==> src/rtl/uart_boot_loader.sv <==
// UART boot loader: receives a framed program image from the RX FIFO, writes it
// into instruction memory, verifies its checksum and then releases the core.
module uart_boot_loader #(
    parameter logic [7:0]  SYNC_BYTE      = 8'hA5,
    parameter int unsigned MAX_WORDS      = 1024,
    parameter int unsigned TIMEOUT_CYCLES = 1000000,
    parameter int unsigned ADDR_W         = 32
) (
    input  logic              clk,
    input  logic              reset,
    input  logic              skip_boot,
    input  logic [7:0]        rx_fifo_data_out,
    input  logic              rx_fifo_empty,
    output logic              rx_fifo_rd,
    output logic              imem_wr_en,
    output logic [ADDR_W-1:0] imem_addr,
    output logic [31:0]       imem_wdata,
    output logic              core_reset_n,
    output logic              boot_done,
    output logic              boot_error
);

    localparam int unsigned TO_W = $clog2(TIMEOUT_CYCLES + 1);

    typedef enum logic [2:0] {
        IDLE,
        LEN_LO,
        LEN_HI,
        DATA,
        CHECK,
        DONE,
        ERROR
    } state_t;

    state_t            state, state_nxt;
    logic [7:0]        len_lo, len_lo_nxt;
    logic [15:0]       len, len_nxt;
    logic [15:0]       word_idx, word_idx_nxt;
    logic [1:0]        byte_idx, byte_idx_nxt;
    logic [23:0]       word_buf, word_buf_nxt;
    logic [7:0]        checksum, checksum_nxt;
    logic [TO_W-1:0]   idle_cnt, idle_nxt, idle_inc;
    logic              wr_en_nxt;
    logic [ADDR_W-1:0] addr_nxt;
    logic [31:0]       wdata_nxt;
    logic              pop, timed;
    logic [15:0]       rx_len;

    // Pop whenever a byte is present, except once booted or while skip_boot wins in IDLE
    assign pop = reset && !rx_fifo_empty && (state != DONE) && !((state == IDLE) && skip_boot);
    assign timed = (state == LEN_LO) || (state == LEN_HI) || (state == DATA) || (state == CHECK);
    assign rx_len = {rx_fifo_data_out, len_lo};
    assign idle_inc = idle_cnt + TO_W'(1);
    assign rx_fifo_rd = pop;

    // Next-state and datapath updates
    always_comb begin
        state_nxt    = state;
        len_lo_nxt   = len_lo;
        len_nxt      = len;
        word_idx_nxt = word_idx;
        byte_idx_nxt = byte_idx;
        word_buf_nxt = word_buf;
        checksum_nxt = checksum;
        wr_en_nxt    = 1'b0;
        addr_nxt     = imem_addr;
        wdata_nxt    = imem_wdata;
        idle_nxt     = '0;

        case (state)
            IDLE: begin
                if (skip_boot) begin
                    state_nxt = DONE;
                end else if (pop && (rx_fifo_data_out == SYNC_BYTE)) begin
                    state_nxt = LEN_LO;
                end
            end
            LEN_LO: begin
                if (pop) begin
                    len_lo_nxt = rx_fifo_data_out;
                    state_nxt  = LEN_HI;
                end
            end
            LEN_HI: begin
                if (pop) begin
                    len_nxt      = rx_len;
                    word_idx_nxt = '0;
                    byte_idx_nxt = '0;
                    checksum_nxt = '0;
                    if (32'(rx_len) > MAX_WORDS) begin
                        state_nxt = ERROR;
                    end else if (rx_len == 16'd0) begin
                        state_nxt = CHECK;
                    end else begin
                        state_nxt = DATA;
                    end
                end
            end
            DATA: begin
                if (pop) begin
                    checksum_nxt = checksum + rx_fifo_data_out;
                    byte_idx_nxt = byte_idx + 2'd1;
                    case (byte_idx)
                        2'd0:    word_buf_nxt[7:0]   = rx_fifo_data_out;
                        2'd1:    word_buf_nxt[15:8]  = rx_fifo_data_out;
                        2'd2:    word_buf_nxt[23:16] = rx_fifo_data_out;
                        default: begin
                            wr_en_nxt    = 1'b1;
                            addr_nxt     = ADDR_W'({word_idx, 2'b00});
                            wdata_nxt    = {rx_fifo_data_out, word_buf};
                            word_idx_nxt = word_idx + 16'd1;
                            if (word_idx == (len - 16'd1)) begin
                                state_nxt = CHECK;
                            end
                        end
                    endcase
                end
            end
            CHECK: begin
                if (pop) begin
                    state_nxt = (rx_fifo_data_out == checksum) ? DONE : ERROR;
                end
            end
            ERROR: begin
                if (pop && (rx_fifo_data_out == SYNC_BYTE)) begin
                    state_nxt = LEN_LO;
                end
            end
            default: ;
        endcase

        // A popped byte beats the timeout in the same cycle
        if (timed && !pop && (idle_inc == TO_W'(TIMEOUT_CYCLES))) begin
            state_nxt = ERROR;
        end
        if (timed && !pop && (state_nxt == state)) begin
            idle_nxt = idle_inc;
        end
    end

    always_ff @(posedge clk or negedge reset) begin
        if (!reset) begin
            state        <= IDLE;
            len_lo       <= '0;
            len          <= '0;
            word_idx     <= '0;
            byte_idx     <= '0;
            word_buf     <= '0;
            checksum     <= '0;
            idle_cnt     <= '0;
            imem_wr_en   <= 1'b0;
            imem_addr    <= '0;
            imem_wdata   <= '0;
            core_reset_n <= 1'b0;
            boot_done    <= 1'b0;
            boot_error   <= 1'b0;
        end else begin
            state        <= state_nxt;
            len_lo       <= len_lo_nxt;
            len          <= len_nxt;
            word_idx     <= word_idx_nxt;
            byte_idx     <= byte_idx_nxt;
            word_buf     <= word_buf_nxt;
            checksum     <= checksum_nxt;
            idle_cnt     <= idle_nxt;
            imem_wr_en   <= wr_en_nxt;
            imem_addr    <= addr_nxt;
            imem_wdata   <= wdata_nxt;
            core_reset_n <= (state_nxt == DONE);
            boot_done    <= (state_nxt == DONE);
            boot_error   <= (state_nxt == ERROR);
        end
    end

endmodule

==> config.mk <==
export PLATFORM = sky130hd
export DESIGN_NAME = uart_boot_loader
export DESIGN_NICKNAME = d
export VERILOG_FILES = /design/src/rtl/uart_boot_loader.sv
export SDC_FILE = /design/constraint.sdc
export NUM_CORES = 1
export LEC_CHECK = 0
export CORE_MARGIN = 3
export CORE_UTILIZATION = 54
export CTS_BUF_LIST = sky130_fd_sc_hd__clkbuf_4
export CTS_CLUSTER_DIAMETER = 150
export DETAILED_ROUTE_END_ITERATION = 7
export PLACE_DENSITY = 0.77
export SKIP_LAST_GASP = 1
export SLEW_MARGIN = 20
export SYNTH_ARGS = -nofsm -noshare
export SYNTH_HDL_FRONTEND = slang
export SYNTH_SLANG_ARGS = --single-unit
==> constraint.sdc <==
create_clock -name clk -period 5.8 [get_ports clk]
set_input_delay 1.16 -clock clk [delete_from_list [all_inputs] [get_ports clk]]
set_output_delay 1.16 -clock clk [all_outputs]
set_load 0.01 [all_outputs]
==> results.ini <==
[finish]
fillers = 1061
nNetsFinal = 766
multi_input_area_sq_um = 3620
drive_gt1_frac = 0.201
regArea_sq_um = 3700
final_util = 0.636
antenna_cells = 0
syn_to_final_growth_pct = 13.1

[setup_path]
crit_type = input pin to primary output
startpoint_type = input pin
cpPeakStageDelay_ps = 520
rr_worst_depth = 5
endpoint_kind = primary output
cp_common_cell = clkdlybuf4s50_1
ff2ff_setup_slack_ps = 2690
worstPathArrival_ps = 2900
crit_chain = clkdlybuf4s50_1 > or3b_1 > a21oi_1 > nor2_1 > clkdlybuf4s50_1
timing.rr.end = imem_addr[10]
r2r_start = state[2]
crit_path_max_fanout = 2
crit_required_ps = 4640
worst-path-buf-inv = 2
path_depth = 5
cp_top_family = buffers and inverters
critPathSlowestCell = clkdlybuf4s50_1

[power_and_ir_drop]
intPower_uw = 1320
p_leak_uw = 0.00392
seqPwrFrac = 0.585
power.switching_uw = 450
p_clk_frac = 0.380
switching_share = 0.255
comb_power_share = 0.035
irDropWorstVdd_mv = 0.131
p_per_area_nw_per_um2 = 206

[global_route]
overflow = 0
track_usage = 0.209
grt_max_degree = 82
grt_pass1_wl_mm = 26.5
antenna_found_initial = 0
grt_pass1_vias = 5319

[clock_tree]
cts_hold_buf = 0
cts_max_path_buffers = 2
ctsHtreeMaxLevel = 4
post-cts-setup-buffers = 0
insertion_delay_ps = 550
cts_root_buf = clkbuf_4
cts_made_buffers = 17
clkSinkCount = 148
cts_tree = yes
clkTransAtPathRegs_ps = 110
cts_resized = 0

[logic_synthesis]
avgSynthCellArea_sq_um = 11.2
synth_cells = 680
ys_ff_latch = 148
yosysSeqAreaShare = 0.487
netlist_top_cells_area = dfrtp_1 (49%), mux2_2 (13%), xor2_1 (3.1%), xnor2_1 (3.0%), ha_1 (2.5%)
synth.most_common_cell = dfrtp_1
synth_edf_count = 0
synth_flop_cell = dfrtp_1
yosys_warnings = 0
yosys.area.top_type = dfrtp_1
synth_common_cells = dfrtp_1 (148), mux2_2 (85), nand2_1 (48)
netlist_area_sq_um = 7600
async_flop_share = 1.00
ys_types = 78
synth_top_area_frac = 0.487

[sta]
finalCritPeriodShare = 0.701
fin_setup_tns_ps = 0
rsz0062_at_grt = false
fin_crit_ps = 4060
setup_viol = 0
slew_headroom = 0.307
fin_skew_ps = 20.2
tightest_slew_ps = 1040
fin_hold_ws_ps = 516
fmax_mhz = 246
maxSlewViolCount = 0
hold_violations = 0

[routing]
via_per_inst = 5.80
wl_per_cell_microns = 17.0
ant_nets = 0
drtPass1Iterations = 5
drt-initial-drc-count = 382
totalWireLength_mm = 15.8
route.detailed.drc = 0
vias = 5375

[worst_hold_path]
hold_end = imem_addr[12]
min-delay-start = imem_addr[12]
hold_path_class = flip-flop to flip-flop
hold_depth = 1

[job]
cap_viol_max_count = 0

[floorplan]
core_area_sq_um = 13500
initial_core_util = 0.563
dieWidth_microns = 125
rows = 42
die-area_sq_um = 15500
die_y_microns = 125
ios = 81

[status]
status = complete, no violations

[placement]
dpl.hpwl_mm = 11.1
gp_congestion = 0.866
portBuffers = 64

[worst register-to-register path, delay by kind of cell, from the launching register on]
family / cells / cell delay [ps]
muxes: 1 / 440
DFF: 1 / 540
and+or+nand+nor: 3 / 1240
buffers and inverters: 1 / 780
[state kept, by name (all words and copies together), names as in the netlist]
register / count
len_lo: 8
boot_done: 1
imem_addr: 16
imem_wr_en: 1
idle_cnt: 20
boot_error: 1
len: 16
state: 3
word_idx: 16
checksum: 8
imem_wdata: 32
byte_idx: 2
word_buf: 24
[power groups by stage]
stage          clock (uW)  sequential, uW  combinational [uW]
2_1_floorplan           0            1050                27.2
3_3_place_gp            0            1050                60.6
3_5_place_dp            0            1050                62.7
4_1_cts               687            1030                63.0
5_1_grt               739            1030                70.1
6_report              671            1030                61.6
[layout make-up]
cell class,count,area share
Sequential cell,148,0.431
Multi-Input combinational cell,484,0.422
Timing Repair Buffer,67,0.0778
Tap cell,176,0.0256
Clock inverter,15,0.0202
Clock buffer,17,0.0149
Inverter,20,0.00874
[layer usage]
metal	vias up	share of wire	GRT usage	routed length, microns
met2	127	0.49	0.344	7760
met4	0	0.019	0.0729	301
li1	2537	-	-	-
met3	28	0.038	0.0377	605
met1	2683	0.45	0.281	7130
met5	-	0	0	0
[kinds of logic (layout without fill, tap and decap cells)]
kind of cell,count (synthesis),count (layout),synth area share
AO/OA/AOI/OAI,101,101,0.0995
XOR/XNOR,53,53,0.0611
adder cells (fa/ha/maj),16,16,0.0273
buffers and inverters,63,119,0.0435
flip-flops,148,148,0.487
multiplexers,87,87,0.129
other,1,16,0.000494
AND/OR/NAND/NOR,211,211,0.152
[stage by stage]
step                total power, uW  worst slack (ps)  instance area [sq um]  cells
floorplan                      1080              2790                   7650    695
global placement               1110              1710                   8290    895
detailed placement             1120              1560                   8290    895
CTS                            1780              1750                   8590    927
global route                   1840              1650                   8590    927
finish                         1770              1740                   8590    927
[cells in the final DEF (no fill, tap or decap), types with 3 or more instances in the layout]
master,synthesis,layout
o21ai_0,24,24
inv_1,20,19
ha_1,15,15
a21o_1,3,3
clkinv_4,0,4
xor2_1,27,27
a22o_1,7,7
a2bb2oi_1,3,3
or2_2,5,5
xnor2_1,26,26
a21oi_1,21,21
conb_1,1,16
a21boi_0,3,3
dfrtp_1,148,148
nor2b_1,3,3
nor3_1,17,17
nand2_1,48,48
o211ai_1,3,3
nand4_1,12,12
a31oi_1,3,3
nor2_1,39,38
nand2b_1,4,4
o211ai_2,4,4
and2_1,3,3
inv_8,0,3
clkdlybuf4s50_1,0,63
clkbuf_4,0,17
nand3_1,16,16
mux2_2,85,85
or4_1,4,4
clkinvlp_4,0,3
nor4_1,17,17
and3_1,12,12
or3_1,9,9
nand3b_1,3,3
[how the worst max path moves through the flow]
stage,startpoint,to,slack [ps]
5_1_grt,reset,rx_fifo_rd,1650
2_1_floorplan,rx_fifo_data_out[3],idle_cnt[16],2790
3_3_place_gp,reset,imem_addr[12],1710
6_report,skip_boot,rx_fifo_rd,1740
4_1_cts,skip_boot,rx_fifo_rd,1750
3_5_place_dp,reset,imem_wdata[1],1560
No activity file was read; power rests on OpenSTA's default activity.
==> patch (same settings) <==
The parameter `ADDR_W` goes from 32 to 28.
--- a/src/rtl/uart_boot_loader.sv
+++ b/src/rtl/uart_boot_loader.sv
@@ -4,7 +4,7 @@
     parameter logic [7:0]  SYNC_BYTE      = 8'hA5,
     parameter int unsigned MAX_WORDS      = 1024,
     parameter int unsigned TIMEOUT_CYCLES = 1000000,
-    parameter int unsigned ADDR_W         = 32
+    parameter int unsigned ADDR_W         = 28
 ) (
     input  logic              clk,
     input  logic              reset,
Ports: changed (resized imem_addr); port bits go from 81 to 77. No check against the original RTL was run, so the function may have changed too.
==> patch against the unedited design <==
Power hardly changed. Sequential cell count is the same. Cell area shrank 0.13%. Synthesized area decreased by 0.40%. Setup slack improved by 74 ps. Routed wire length rose by 5.1%. Via count grew 1.8%. Clock power barely moved. Fmax rose by 1.9%. Largest cell class unchanged.
==> patch: results (changes against the unedited design) <==
\begin{tabular}{lr}
\hline
Metric & Value \\
\hline
\multicolumn{2}{l}{\textbf{Worst hold path}} \\
\quad Worst hold path stage count & 2 (+1) \\
\quad End point of the most critical hold path & word\_buf[2]\$\_DFFE\_PN0P\_ \\
\quad Min-delay src & word\_buf[2]\$\_DFFE\_PN0P\_ \\
\multicolumn{2}{l}{\textbf{Global routing}} \\
\quad Global router's overall resource usage & 22.13\% (+1.2 points) \\
\quad Pin count of the biggest net entering global routing & 57 (-30\%) \\
\quad First-pass GRT wire length & 27.86 mm (+5.0\%) \\
\multicolumn{2}{l}{\textbf{Place}} \\
\quad Placed Instances & 893 (-0.22\%) \\
\quad Gpl congestion & 0.8449 (-2.4\%) \\
\quad DP HPWL & 11.70 mm (+5.7\%) \\
\quad DP Worst Slack & 1725 ps (+162.5 ps) \\
\multicolumn{2}{l}{\textbf{Setup path}} \\
\quad Largest stage delay, worst path & 490 ps (-30 ps) \\
\quad Worst reg2reg setup slack & 2850 ps (+160 ps) \\
\quad Worst path arrival time & 2830 ps (-70 ps) \\
\quad Reg-to-reg critical path startpoint & state[0]\$\_DFF\_PN0\_ \\
\multicolumn{2}{l}{\textbf{Finish}} \\
\quad Filler instances & 1101 (+3.8\%) \\
\quad Count of sequential standard cells & 148 (unchanged) \\
\quad Utilization after layout & 63.77\% (+0.16 points) \\
\quad Fraction of area in non-clock buffers & 7.919\% (+0.14 points) \\
\quad Number of standard cells in the final layout excluding fillers & 924 (-0.32\%) \\
\quad Comb\_multi\_in & 480 (-0.83\%) \\
\quad Count of clock buffers in the final design & 18 (+1) \\
\quad Non-clock buffer total of the final layout & 69 (+3.0\%) \\
\multicolumn{2}{l}{\textbf{Yosys}} \\
\quad Arithmetic-cell share of the synthesized area counting full adders, half adders and majority gates & 2.745\% (+0.011 points) \\
\quad Synthesized-area fraction occupied by xor and xnor cells & 6.134\% (+0.024 points) \\
\quad Portion of netlist area occupied by mux cells & 12.93\% (+0.051 points) \\
\quad Synthesized-area fraction occupied by ao, oa, aoi and oai cells & 9.987\% (+0.039 points) \\
\multicolumn{2}{l}{\textbf{Detailed routing}} \\
\quad Routed WL per cell & 17.96 um (+5.4\%) \\
\quad Routed via count & 5472 (+1.8\%) \\
\quad Number of DRC markers in iteration 0 & 393 (+2.9\%) \\
\multicolumn{2}{l}{\textbf{Outcome}} \\
\quad Outcome & finished, final reports clean \\
\multicolumn{2}{l}{\textbf{Power}} \\
\quad Worst ir drop on vdd & 118.4 uV (-9.5\%) \\
\quad Pwr dens & 205.6 nW/um\^{}2 (about the same) \\
\quad Internal power consumption & 1.347 mW (+2.5\%) \\
\multicolumn{2}{l}{\textbf{STA}} \\
\quad Remaining max-slew budget at the tightest pin & 29.48\% (-1.2 points) \\
\quad Worst hold-check slack & 504.8 ps (-10.85 ps) \\
\hline
\end{tabular}
-- patch: cell count changes after synthesis --
cell                    before  now
sky130_fd_sc_hd__buf_4      18   14
-- patch: per-layer routing --
layer  vias to the layer above  global-route usage [%]  share of wire (%)
met5                         -                       0                  0
met4                         0                   7.350                1.3
met3                        19                   5.746                5.5
met2                       189                   36.86                 50
met1                      2720                   28.24                 43
li1                       2544                       -                  -
-- patch: worst max-delay path by stage --
stage                              from                endpoint  slack, ps  depth (start not counted)
CTS                           skip_boot              rx_fifo_rd       1820                          5
floorplan           rx_fifo_data_out[3]  idle_cnt[16]$_DFF_PN0_       2790                          7
global placement              skip_boot              rx_fifo_rd       1840                          5
detailed placement  rx_fifo_data_out[4]  idle_cnt[17]$_DFF_PN0_       1720                          8
finish                        skip_boot              rx_fifo_rd       1810                          5
global route                  skip_boot              rx_fifo_rd       1730                          5
